File: src/rtl/uart_tx_driver_pkg.sv
// uart_tx_driver_pkg: shared FSM states, register addresses and status-word layout for the UART transmitter.
//  Status word bits: [3] overflow, [2] busy, [1] empty, [0] full.
`timescale 1ns/1ps
package uart_tx_driver_pkg;
   typedef enum logic [1:0] {IDLE, START, DATA, STOP} tx_state_t;
   localparam logic [1:0] ADDR_DATA = 2'd0;
   localparam logic [1:0] ADDR_STAT = 2'd1;
   localparam int ST_FULL  = 0;
   localparam int ST_EMPTY = 1;
   localparam int ST_BUSY  = 2;
   localparam int ST_OVF   = 3;
   function automatic logic [15:0] status_word(input logic ovf, input logic bsy, input logic emp, input logic ful);
      status_word = '0;
      status_word[ST_OVF] = ovf;
      status_word[ST_BUSY] = bsy;
      status_word[ST_EMPTY] = emp;
      status_word[ST_FULL] = ful;
   endfunction
endpackage

File: src/rtl/uart_tx_driver_fifo.sv
// uart_tx_driver_fifo: byte FIFO feeding the UART serialiser.
//  clk, rst_n (async, active-low); push/din write a byte; pop advances the read side;
//  flush drops all queued bytes and wins over a same-cycle pop; dout shows the head byte;
//  full/empty come from comparing wrap-bit pointers.
`timescale 1ns/1ps
module uart_tx_driver_fifo #(
   parameter int DEPTH = 8
) (
   input  logic       clk,
   input  logic       rst_n,
   input  logic       push,
   input  logic       pop,
   input  logic       flush,
   input  logic [7:0] din,
   output logic [7:0] dout,
   output logic       full,
   output logic       empty
);
   localparam int AW = $clog2(DEPTH);
   logic [AW:0] wr_ptr, rd_ptr;
   logic [7:0] mem [DEPTH];
   logic do_pop, do_push;
   assign empty = wr_ptr == rd_ptr;
   assign full = (wr_ptr[AW] != rd_ptr[AW]) && (wr_ptr[AW-1:0] == rd_ptr[AW-1:0]);
   assign dout = mem[rd_ptr[AW-1:0]];
   assign do_pop = pop && !empty && !flush;
   // a full FIFO still accepts a byte when the head leaves in the same cycle
   assign do_push = push && (!full || do_pop);
   always_ff @(posedge clk or negedge rst_n)
      if (!rst_n) begin
         wr_ptr <= '0;
         rd_ptr <= '0;
      end else begin
         wr_ptr <= do_push ? wr_ptr + 1'b1 : wr_ptr;
         rd_ptr <= flush ? wr_ptr : do_pop ? rd_ptr + 1'b1 : rd_ptr;
      end
   always_ff @(posedge clk)
      if (do_push) mem[wr_ptr[AW-1:0]] <= din;
endmodule

File: src/rtl/uart_tx_driver.sv
// uart_tx_driver: memory-mapped 8N1 UART transmitter (CPU writes bytes to a FIFO, polls status).
//  iCpuClock/iCpuResetN: clock and async active-low reset.
//  iDoUartWrite/iDoUartRead/iUartAddress/iUartDataToWrite: CPU access (addr 0 data, addr 1 status/flush).
//  oUartDataRead: read data, 16'h0 unless a status read is in progress.
//  oUartToPc: registered serial line, idle high.  oTxBusy: frame in flight or bytes queued.
`timescale 1ns/1ps
module uart_tx_driver
   import uart_tx_driver_pkg::*;
#(
   parameter int CLK_FREQ_HZ = 23_000_000,
   parameter int BAUD        = 115_200,
   parameter int FIFO_DEPTH  = 8
) (
   input  logic        iCpuClock,
   input  logic        iCpuResetN,
   input  logic        iDoUartWrite,
   input  logic        iDoUartRead,
   input  logic [1:0]  iUartAddress,
   input  logic [15:0] iUartDataToWrite,
   output logic [15:0] oUartDataRead,
   output logic        oUartToPc,
   output logic        oTxBusy
);
   localparam int DIV = CLK_FREQ_HZ / BAUD;
   localparam int CW = $clog2(DIV);
   localparam logic [CW-1:0] CNT_LAST = CW'(DIV - 1);
   tx_state_t state;
   logic [CW-1:0] baud_cnt;
   logic [2:0] bit_cnt;
   logic [7:0] shift, fifo_dout;
   logic line, overflow, fifo_full, fifo_empty;
   logic wr_data, rd_stat, flush, baud_last, pop, busy, unused_wdata;
   assign wr_data = iDoUartWrite && iUartAddress == ADDR_DATA;
   assign rd_stat = iDoUartRead && iUartAddress == ADDR_STAT;
   assign flush = iDoUartWrite && iUartAddress == ADDR_STAT && iUartDataToWrite[0];
   assign baud_last = baud_cnt == CNT_LAST;
   // a flush in the same cycle cancels the pop, so the FSM must not start a frame either
   assign pop = !fifo_empty && !flush && (state == IDLE || (state == STOP && baud_last));
   assign busy = state != IDLE || !fifo_empty;
   assign oTxBusy = busy;
   assign oUartToPc = line;
   assign oUartDataRead = rd_stat ? status_word(overflow, busy, fifo_empty, fifo_full) : 16'h0;
   assign unused_wdata = ^iUartDataToWrite[15:8];
   uart_tx_driver_fifo #(.DEPTH(FIFO_DEPTH)) u_fifo (
      .clk(iCpuClock),
      .rst_n(iCpuResetN),
      .push(wr_data),
      .pop(pop),
      .flush(flush),
      .din(iUartDataToWrite[7:0]),
      .dout(fifo_dout),
      .full(fifo_full),
      .empty(fifo_empty)
   );
   // the line register follows the state one cycle late, so every bit keeps exactly DIV cycles
   always_ff @(posedge iCpuClock or negedge iCpuResetN)
      if (!iCpuResetN) begin
         state <= IDLE;
         baud_cnt <= '0;
         bit_cnt <= '0;
         shift <= '0;
         line <= 1'b1;
      end else begin
         line <= state == START ? 1'b0 : state == DATA ? shift[0] : 1'b1;
         baud_cnt <= (state == IDLE || baud_last) ? '0 : baud_cnt + 1'b1;
         case (state)
            IDLE:
               if (pop) begin
                  shift <= fifo_dout;
                  state <= START;
               end
            START:
               if (baud_last) begin
                  bit_cnt <= '0;
                  state <= DATA;
               end
            DATA:
               if (baud_last) begin
                  shift <= shift >> 1;
                  bit_cnt <= bit_cnt + 1'b1;
                  state <= bit_cnt == 3'd7 ? STOP : DATA;
               end
            STOP:
               if (baud_last) begin
                  shift <= pop ? fifo_dout : shift;
                  state <= pop ? START : IDLE;
               end
         endcase
      end
   // a drop in the same cycle as a clearing status read wins
   always_ff @(posedge iCpuClock or negedge iCpuResetN)
      if (!iCpuResetN) overflow <= 1'b0;
      else overflow <= (wr_data && fifo_full && !pop) || (overflow && !rd_stat);
endmodule

File: config.mk
export PLATFORM = sky130hd
export DESIGN_NAME = uart_tx_driver
export DESIGN_NICKNAME = d
export VERILOG_FILES = /design/src/rtl/uart_tx_driver_pkg.sv /design/src/rtl/uart_tx_driver_fifo.sv /design/src/rtl/uart_tx_driver.sv
export SDC_FILE = /design/constraint.sdc
export NUM_CORES = 1
export LEC_CHECK = 0
export CAP_MARGIN = 20
export CORE_MARGIN = 10
export CORE_UTILIZATION = 35
export DETAILED_ROUTE_END_ITERATION = 8
export DONT_BUFFER_PORTS = 1
export MAX_ROUTING_LAYER = met4
export PLACE_DENSITY_LB_ADDON = 0.25
export SYNTH_ARGS = -nofsm -noshare
export SYNTH_HDL_FRONTEND = slang
export SYNTH_SLANG_ARGS = --single-unit
File: constraint.sdc
create_clock -name iCpuClock -period 3.6 [get_ports iCpuClock]
set_input_delay 0.54 -clock iCpuClock [delete_from_list [all_inputs] [get_ports iCpuClock]]
set_output_delay 0.54 -clock iCpuClock [all_outputs]
set_load 0.1 [all_outputs]
==> run metrics, run 1 <==
run status complete, no violations; reg-to-reg startpoint u_fifo.wr_ptr[2]; Buf/Inv on CP 0; CTS clock-pin slew for the worst setup and hold paths 0.07 ns; Post-Place Worst Slack 1.05 ns; CTS root buffer sky130_fd_sc_hd__clkbuf_16; weighted congestion at the end of routability-driven global placement 0.739; Final setup violation count 0; First-pass DRT Iterations 4; RSZ-0062 raised after global routing false; CTS Buffer Depth 2; Synthesis Warnings 0; top cells by instance count after synthesis sky130_fd_sc_hd__edfxtp_1, sky130_fd_sc_hd__dfrtp_1, sky130_fd_sc_hd__nand2_1; antenna diode count 0; TritonCTS clock tree yes; initial detailed-routing violation count 161; Data required, critical path 3.57 ns; area growth from synthesis to final layout 12.1%; number of nets in the layout 332; Die Area 17300 um2; Detail Route Antenna Nets 0; maximum number of pins on one net before global-route repair 31; number of cells produced by synthesis 286; Filler cells 1126; startpoint type of the worst setup path register; endpoint class of the critical path register; sequential cell area fraction in the yosys report 0.621; global router's overall resource usage 0.0984; Buffers on Ports 0; routed wirelength normalized by instance count 16.8 um; r2r setup slk 1.03 ns; number of enable-type register cells in the synthesized netlist 64; starting density of the core 0.359; Synth Area per Inst 15.2 um2; most utilized layer in the global route result met2; largest fanout on the critical path 11; max-slew violations 0; path category of the worst min-delay check input pin to async pin; worst setup margin 1.03 ns; Max Cap Viol 0; Main synth FF type sky130_fd_sc_hd__edfxtp_1; final critical-path required period 2.57 ns; Critical Path Stages 4; largest cells by area after synthesis sky130_fd_sc_hd__edfxtp_1, sky130_fd_sc_hd__dfrtp_1, sky130_fd_sc_hd__mux4_2, sky130_fd_sc_hd__ha_1, sky130_fd_sc_hd__mux2i_1; FMAX 0.389 GHz; maximum level of the CTS H-tree 3; power after layout 2940 uW; most common cell in the synthesized netlist sky130_fd_sc_hd__edfxtp_1; total leakage power 0.00178 uW; total routed wirelength 7920 um; final-layout setup total negative slack 0 ns; highest ir drop seen on vdd 267 uV; clock insertion delay at the later pin of the skew report 0.34 ns; Die Span Y 131 um; vias per cell 4.78; number of synthesized register bits 95; final number of hold-violating endpoints 0; area of the core 12100 um2; number of buffers created by CTS 9; reg-to-reg critical path endpoint u_fifo.mem[7][7]; power density over the cells 603 nW/um2; first-pass GRT wire length 12900 um; Final Cycle Share 0.715; vias in the first global route 2340; arrival time at the worst endpoint 2.55 ns; depth of the worst register-to-register path 4; DIE WIDTH 131 um; Unique masters post-synth 45; most area-hungry cell type in the Yosys netlist sky130_fd_sc_hd__edfxtp_1; share of layout cells above drive strength 1 0.238; number of antenna violations at the first check in global routing 0; start-to-end type of the worst setup path register to register; residual overflow from global routing 0; DR vias 2253; cell-by-cell trace of the critical path xnor2_1 > and4_1 > o31ai_4 > nor3b_4; number of top-level design ports 40; global routing usage on met2 0.156; met3 global-route usage 0.0259; Clock Sinks 95; Syn Std Cell Area 4350 um2; Worst path slowest cell sky130_fd_sc_hd__nor3b_4; global-route met1 utilization 0.115; worst max-slew margin expressed relative to the limit 0.358; fraction of synthesis flops using an asynchronous set or reset pin 0.326; Post-DP HPWL 5050 um; number of remaining DRC errors 0; # rows 40; clock skew after layout 0.00557 ns; Synth top area share 0.442; transition time at the pin with the least slew margin 0.966 ns; stage delay of the slowest cell on the critical path 0.69 ns; Crit path max-delay family simple AND/OR/NAND/NOR gates
[layout by cell type, fill, tap and decap left out, types with 2 or more instances in the layout]
cell type / n
sky130_fd_sc_hd__conb_1: 12
sky130_fd_sc_hd__nor3_1: 3
sky130_fd_sc_hd__mux4_2: 16
sky130_fd_sc_hd__and4_1: 3
sky130_fd_sc_hd__nor4b_2: 3
sky130_fd_sc_hd__mux2i_1: 10
sky130_fd_sc_hd__nor3_2: 2
sky130_fd_sc_hd__xnor2_1: 7
sky130_fd_sc_hd__buf_4: 14
sky130_fd_sc_hd__edfxtp_1: 64
sky130_fd_sc_hd__nand4_1: 2
sky130_fd_sc_hd__nor2_1: 14
sky130_fd_sc_hd__inv_1: 4
sky130_fd_sc_hd__nand2_1: 20
sky130_fd_sc_hd__nand3_1: 9
sky130_fd_sc_hd__xor2_1: 9
sky130_fd_sc_hd__and3_1: 4
sky130_fd_sc_hd__clkbuf_16: 9
sky130_fd_sc_hd__inv_8: 3
sky130_fd_sc_hd__a32o_1: 2
sky130_fd_sc_hd__dfrtp_1: 30
sky130_fd_sc_hd__a21oi_1: 2
sky130_fd_sc_hd__ha_1: 12
sky130_fd_sc_hd__mux2_2: 8
sky130_fd_sc_hd__o21ai_0: 14
[kinds of logic (layout without fill, tap and decap cells)]
family,Yosys count,after routing,share of synthesized area
buffers and inverters,29,35,0.0412
other,1,12,0.000863
AOI/OAI and AO/OA,27,27,0.0443
xor gates and xnor gates,16,16,0.0322
muxes,35,35,0.130
and+or+nand+nor,71,71,0.0959
adders and majority gates,12,12,0.0345
DFF,95,95,0.621
[state kept, by name (all words and copies together), names as in the netlist]
register and count:
u_fifo.rd_ptr 4, u_fifo.mem 64, u_fifo.wr_ptr 4, overflow 1, state 2, bit_cnt 3
oUartToPc 1, baud_cnt 8, shift 8
[cell type report]
type	count	area [um2]	area share
Inverter	4	15.0	0.00308
Clock inverter	7	72.6	0.0149
Tap cell	168	210	0.0431
Multi-Input combinational cell	173	1530	0.313
Sequential cell	95	2700	0.554
Timing Repair Buffer	15	125	0.0257
Clock buffer	9	225	0.0462
[worst register-to-register path: stages, from the launching register on]
cell                      delay [ns]
sky130_fd_sc_hd__dfrtp_1        0.62
sky130_fd_sc_hd__xnor2_1        0.17
sky130_fd_sc_hd__and4_1         0.33
sky130_fd_sc_hd__o31ai_4        0.39
sky130_fd_sc_hd__nor3b_4        0.69
[per-layer routing]
layer	up-vias	share of wire
li1	1077	-
met5	-	0
met4	0	0.016
met1	1131	0.45
met2	34	0.50
met3	11	0.038
[power breakdown]
| group | total, uW | switching (uW) | leakage, uW | internal [uW] |
|---|---|---|---|---|
| registers | 1340 | 96.9 | 0.000969 | 1240 |
| clock network | 934 | 443 | 0.000149 | 491 |
| logic | 666 | 369 | 0.000659 | 296 |
[metrics by stage]
step | area (um2) | std cells | utilization | hold slack (ns)
after detailed placement | 4550 | 454 | 0.376 | 0.245
final | 4870 | 471 | 0.402 | 0.0212
after floorplan | 4390 | 297 | - | 0.244
after CTS | 4870 | 471 | 0.402 | 0.0197
after global placement | 4550 | 454 | 0.376 | 0.246
after global routing | 4870 | 471 | 0.402 | 0.0192
[worst max path at each step]
stage | from | endpoint | slack [ns]
3_5_place_dp | u_fifo.wr_ptr[2] | u_fifo.mem[7][3] | 1.05
5_1_grt | u_fifo.wr_ptr[2] | u_fifo.mem[7][1] | 0.90
6_report | u_fifo.wr_ptr[2] | u_fifo.mem[7][7] | 1.03
3_3_place_gp | u_fifo.wr_ptr[2] | u_fifo.mem[7][4] | 1.05
4_1_cts | u_fifo.wr_ptr[2] | u_fifo.mem[7][7] | 1.04
2_1_floorplan | u_fifo.rd_ptr[2] | oUartDataRead[2] | 0.62
[what timing repair did]
action                    4_1_cts  5_1_grt
buffers inserted                0        0
hold endpoints to repair       30        0
gates resized for setup         0        0
hold buffers                    1        0
(Power assumes the default switching activity.)
==> inputs of run 2 (changes only) <==
Settings changed: ABC_AREA set to 1.
Clock period 3.6 ns to 2.4 ns, I/O delays scaled along.
==> run 2 against run 1 <==
  * Critical path depth increased by 3
  * Die area increased by 3.3%
  * Flip-flop and latch count unchanged
  * Critical path type is now register to output pin
  * Largest power group unchanged
==> run metrics, run 2 <==
antenna diode count 0; First-pass DRT Iterations 6; Synth Area per Inst 9.55 um2; Post-DP HPWL 6120 um; number of cells produced by synthesis 473; most common library cell in the layout ignoring fill and taps sky130_fd_sc_hd__nand2_1; met1 wire length 4050 um; final critical-path required period 2.21 ns; highest ir drop seen on vdd 607 uV; tightest hold margin 0.0997 ns; largest cells by area after synthesis sky130_fd_sc_hd__edfxtp_1, sky130_fd_sc_hd__dfrtp_1, sky130_fd_sc_hd__nand2_1, sky130_fd_sc_hd__nand3_1, sky130_fd_sc_hd__ha_1; FMAX 0.452 GHz; TritonCTS clock tree yes; buffers inserted during post-CTS setup optimization 0; DIE WIDTH 134 um; initial detailed-routing violation count 183; final-layout setup total negative slack 0 ns; Unique masters post-synth 28; Detail Route Antenna Nets 0; Die Span Y 134 um; Buffers on Ports 0; Clock Sinks 95; power density over the cells 887 nW/um2; Data required, critical path 2.04 ns; CTS clock-pin slew for the worst setup and hold paths 0.07 ns; utilization after layout 0.407; sequential cell area fraction in the yosys report 0.598; endpoint class of the critical path output pin; Final setup violation count 0; post-route non-filler standard cell count 667; fraction of synthesis flops using an asynchronous set or reset pin 0.326; maximum number of pins on one net before global-route repair 35; area growth from synthesis to final layout 13.6%; CTS root buffer sky130_fd_sc_hd__clkbuf_16; residual overflow from global routing 0; start-to-end type of the worst setup path register to output pin; most area-hungry cell type in the Yosys netlist sky130_fd_sc_hd__edfxtp_1; top cells by instance count after synthesis sky130_fd_sc_hd__nand2_1, sky130_fd_sc_hd__nand3_1, sky130_fd_sc_hd__edfxtp_1; number of nets in the layout 525; number of remaining DRC errors 0; total leakage power 0.00227 uW; maximum level of the CTS H-tree 3; global router's overall resource usage 0.114; Main synth FF type sky130_fd_sc_hd__edfxtp_1; routed wirelength normalized by instance count 13.9 um; path category of the worst min-delay check input pin to register; total routed wirelength 9290 um; most common cell in the synthesized netlist sky130_fd_sc_hd__nand2_1; clock skew after layout 0.00576 ns; Synth top area share 0.426; number of enable-type register cells in the synthesized netlist 64; number of synthesized register bits 95; first-pass GRT wire length 15700 um; share of layout cells above drive strength 1 0.117; run status complete, no violations; final number of hold-violating endpoints 0; clock insertion delay at the later pin of the skew report 0.35 ns; RSZ-0062 raised after global routing false; Final Cycle Share 0.923; Resized Gates After CTS 0; # rows 41; vias per cell 4.68; number of top-level design ports 40; starting density of the core 0.358; CTS Buffer Depth 2; weighted congestion at the end of routability-driven global placement 0.774; max-slew violations 0; routed wl met3 515 um; area of the core 12600 um2; Die Area 17800 um2; largest fanout on the critical path 9; number of buffers created by CTS 9; total of hold buffers inserted after clock tree synthesis 2; Synthesis Warnings 0; Syn Std Cell Area 4520 um2; Max Cap Viol 0; number of antenna violations at the first check in global routing 0; uppermost layer routed met4; DR vias 3119; power after layout 4550 uW; top library cells by usage in the layout, fill and taps aside sky130_fd_sc_hd__nand2_1, sky130_fd_sc_hd__nand3_1, sky130_fd_sc_hd__edfxtp_1; number of flip-flops in the largest register 64; vias in the first global route 3047; Met2 Wirelength 4550 um; arrival time at the worst endpoint 1.85 ns; startpoint type of the worst setup path register; cell count after placement 650
run 2: cell types whose count changed after synthesis, moves of 5 or more:
| cell | previous run | this run |
|---|---|---|
| sky130_fd_sc_hd__nor2_1 | 15 | 29 |
| sky130_fd_sc_hd__inv_1 | 4 | 24 |
| sky130_fd_sc_hd__nand2_1 | 20 | 164 |
| sky130_fd_sc_hd__nand3_1 | 9 | 72 |
| sky130_fd_sc_hd__mux2i_1 | 10 | 0 |
| sky130_fd_sc_hd__buf_2 | 2 | 7 |
| sky130_fd_sc_hd__mux2_2 | 8 | 0 |
| sky130_fd_sc_hd__xor2_1 | 9 | 4 |
| sky130_fd_sc_hd__mux4_2 | 16 | 0 |
| sky130_fd_sc_hd__xnor2_1 | 7 | 0 |
run 2: layout make-up:
cell class              instances  area, um2
well taps                     172        215
clock inverters                 6       45.0
clock buffers                   9        225
flip-flops and latches         95       2700
repair buffers                 24        233
inverters                      28        105
multi-input cells             333       1610
fillers                      1255       7490
run 2: stage by stage:
| stage | area (um2) | worst slack (ns) |
|---|---|---|
| 6_report | 5130 | 0.186 |
| 5_1_grt | 5130 | 0.0703 |
| 4_1_cts | 5130 | 0.162 |
| 3_5_place_dp | 4830 | 0.273 |
| 3_3_place_gp | 4830 | 0.310 |
| 2_1_floorplan | 4570 | -0.0719 |
run 2: worst max-delay path: stages, from the launching register on:
cell	delay, ns
sky130_fd_sc_hd__dfrtp_1	0.53
sky130_fd_sc_hd__inv_2	0.10
sky130_fd_sc_hd__nand2_1	0.07
sky130_fd_sc_hd__nand2_1	0.14
sky130_fd_sc_hd__nor2_2	0.21
sky130_fd_sc_hd__nand2_4	0.12
sky130_fd_sc_hd__nor2_2	0.14
sky130_fd_sc_hd__buf_12	0.19
run 2: cells by family (layout without fill, tap and decap cells):
kind of cell / count (synthesis) / after routing / share of synthesized area
AND/OR/NAND/NOR: 285 / 285 / 0.277
other: 1 / 12 / 0.000830
adder cells (fa/ha/maj): 12 / 12 / 0.0332
XOR/XNOR: 4 / 4 / 0.00776
buffers and inverters: 56 / 67 / 0.0601
flip-flops: 95 / 95 / 0.598
AO/OA/AOI/OAI: 20 / 20 / 0.0233
run 2: path summary, 6_finish.rpt:
path,from,endpoint,slack (ns),cells after the start
max in group asynchronous,iCpuResetN,oUartToPc,1.69,2
max reg2reg,u_fifo.wr_ptr[2],u_fifo.mem[4][5],0.29,10
min in group asynchronous,iCpuResetN,baud_cnt[1],0.46,2
min reg2reg,shift[7],shift[7],0.48,2
max,u_fifo.wr_ptr[2],oUartDataRead[1],0.19,7
min,iUartDataToWrite[6],u_fifo.mem[6][6],0.1,0
run 2: layer usage:
metal	track usage	up-vias
met4	0.0466	0
met3	0.0361	17
li1	-	1581
met5	-	-
met1	0.130	1452
met2	0.183	69
run 2: report_power, final:
| group | total (uW) | internal [uW] | switching (uW) |
|---|---|---|---|
| sequential | 1960 | 1850 | 108 |
| combinational | 1270 | 384 | 882 |
| clock | 1320 | 703 | 621 |
| total | 4550 | 2940 | 1610 |
==> inputs of run 3 (changes only) <==
Settings changed: CORE_UTILIZATION 35 to 38.
Clock period 2.4 ns to 1.9 ns, I/O delays scaled along.
==> run 3 against run 2 <==
  * The run now ends with negative setup slack left
  * Core utilization rose by 6.9 points
  * Cell area rose by 6.7%
  * Clock skew rose by 0.0013 ns
  * Sequential share of layout area fell by 3.1 points
  * Total power rose by 39%
  * Critical path depth rose by 2
  * Worst hold slack got worse by 0.069 ns
  * Critical endpoint unchanged
==> run metrics, run 3 (synthesis gave the netlist of run 2 again) <==
run status finished with violations; violated checks negative setup slack; TritonCTS clock tree yes; highest ir drop seen on vdd 915 uV; Buffers on Ports 0; number of top-level design ports 40; maximum level of the CTS H-tree 3; depth of the worst register-to-register path 11; max-slew violations 0; Hold Path Sink u_fifo.mem[4][3]; DIE WIDTH 129 um; power density over the cells 1160 nW/um2; Detail Route Antenna Nets 0; largest fanout on the critical path 4; Buf/Inv on CP 4; stage delay of the slowest cell on the critical path 0.41 ns; top library cells by usage in the layout, fill and taps aside sky130_fd_sc_hd__nand2_1, sky130_fd_sc_hd__nand3_1, sky130_fd_sc_hd__edfxtp_1; Crit path max-delay family buffers and inverters; Post-DP HPWL 6460 um; start-to-end type of the worst setup path register to output pin; FMAX 0.513 GHz; first-pass GRT wire length 15600 um; post-route non-filler standard cell count 660; crit path from u_fifo.wr_ptr[0]; First-pass DRT Iterations 4; power share of the clock group 0.274; Data required, critical path 1.62 ns; Final Cycle Share 1.03; arrival time at the worst endpoint 1.66 ns; cell count after placement 633; clock skew after layout 0.00702 ns; worst setup margin -0.0487 ns; global router's overall resource usage 0.122; r2r setup slk 0.08 ns; CTS root buffer sky130_fd_sc_hd__clkbuf_16; weighted congestion at the end of routability-driven global placement 0.807; antenna diode count 0; Die Span Y 129 um; reg-to-reg startpoint baud_cnt[0]; CTS clock-pin slew for the worst setup and hold paths 0.07 ns; endpoint class of the critical path output pin; final-layout setup total negative slack -0.102 ns; Switching Fraction 0.360; power share of the combinational group 0.339; initial detailed-routing violation count 250; number of antenna violations at the first check in global routing 0; Int Pwr 4050 uW; clock insertion delay at the later pin of the skew report 0.35 ns; portion of total power attributed to sequential cells 0.387; Worst path slowest cell sky130_fd_sc_hd__dfrtp_2; number of buffers created by CTS 9; number of flip-flops in the largest register 64; area of the core 11500 um2; area growth from synthesis to final layout 21.2%; number of remaining DRC errors 0; total routed wirelength 9430 um; placed inst area 4980 um2; path category of the worst min-delay check input pin to register; RSZ-0062 raised after global routing true; Final setup violation count 3; vias in the first global route 3055; final standard cell area without fillers 5470 um2; DR vias 3153; most common library cell in the layout ignoring fill and taps sky130_fd_sc_hd__nand2_1; min-delay src iUartDataToWrite[3]; CTS Buffer Depth 2; routed wirelength normalized by instance count 14.3 um; Clock Sinks 95; final critical-path required period 1.95 ns; Die Area 16600 um2; switching power of the nets 2280 uW; starting density of the core 0.392; maximum number of pins on one net before global-route repair 35; reg-to-reg critical path endpoint u_fifo.mem[5][7]; cell-by-cell trace of the critical path inv_2 > nand2_2 > nand2_2 > nor2_4 > buf_6 > nand2_4 > buf_6 > nor2_4 > buf_12; final number of hold-violating endpoints 0; worst hold stages 0; total leakage power 0.00238 uW; number of nets in the layout 546; vias per cell 4.78; Max Cap Viol 0; # rows 39; share of layout cells above drive strength 1 0.217; startpoint type of the worst setup path register; residual overflow from global routing 0
[run 3: final cells by class]
cell class | instances | area (um2)
Clock inverter | 7 | 60.1
Fill cell | 1072 | 6040
Timing Repair Buffer | 45 | 458
Multi-Input combinational cell | 333 | 1730
Clock buffer | 9 | 225
Sequential cell | 95 | 2710
Inverter | 28 | 114
Tap cell | 143 | 179
[run 3: repair_timing]
item	in CTS	in global routing
hold buffers	2	0
resized for setup	10	23
setup buffers	7	3
endpoints found under the hold margin	31	0
pin swaps	4	9
endpoints found under the setup margin	30	68
[run 3: power by group through the flow]
| stage | sequential, uW | combinational, uW | clock, uW |
|---|---|---|---|
| 2_1_floorplan | 2450 | 1440 | 0 |
| 3_3_place_gp | 2500 | 1800 | 0 |
| 3_5_place_dp | 2510 | 1830 | 0 |
| 4_1_cts | 2450 | 2030 | 1780 |
| 5_1_grt | 2470 | 2370 | 1870 |
| 6_report | 2450 | 2140 | 1730 |
[run 3: routing by layer]
metal	vias up	GRT usage	wire, um
met5	-	-	0
met4	0	0.0381	117
met3	8	0.0326	346
met2	48	0.198	4690
met1	1474	0.146	4280
li1	1623	-	-
[run 3: worst max path at each step]
stage | to | slack (ns) | cells past startpoint
3_5_place_dp | u_fifo.mem[6][6] | -0.03 | 11
2_1_floorplan | u_fifo.mem[2][0] | -0.17 | 8
6_report | oUartDataRead[1] | -0.05 | 9
5_1_grt | oUartDataRead[1] | -0.14 | 9
4_1_cts | oUartDataRead[0] | -0.06 | 8
3_3_place_gp | u_fifo.mem[6][4] | -0.02 | 11
[run 3: worst register-to-register path: stages, from the launching register on]
cell and delay (ns):
sky130_fd_sc_hd__dfrtp_1 0.38, sky130_fd_sc_hd__inv_1 0.06, sky130_fd_sc_hd__ha_1 0.14, sky130_fd_sc_hd__inv_1 0.04, sky130_fd_sc_hd__nor2_2 0.11, sky130_fd_sc_hd__nand3_1 0.10
sky130_fd_sc_hd__nand2_2 0.11, sky130_fd_sc_hd__nand3_4 0.10, sky130_fd_sc_hd__nand2_8 0.10, sky130_fd_sc_hd__nand2_4 0.11, sky130_fd_sc_hd__nor2_2 0.13, sky130_fd_sc_hd__buf_6 0.16
[run 3: per-stage QoR]
step / total power, uW / setup slack, ns / util / hold slack, ns
2_1_floorplan: 3890 / -0.168 / - / -0.0106
3_3_place_gp: 4310 / -0.0183 / 0.433 / -0.00800
3_5_place_dp: 4340 / -0.0344 / 0.433 / -0.00829
4_1_cts: 6260 / -0.0569 / 0.467 / 0.0189
5_1_grt: 6710 / -0.140 / 0.475 / 0.0110
6_report: 6320 / -0.0487 / 0.475 / 0.0311
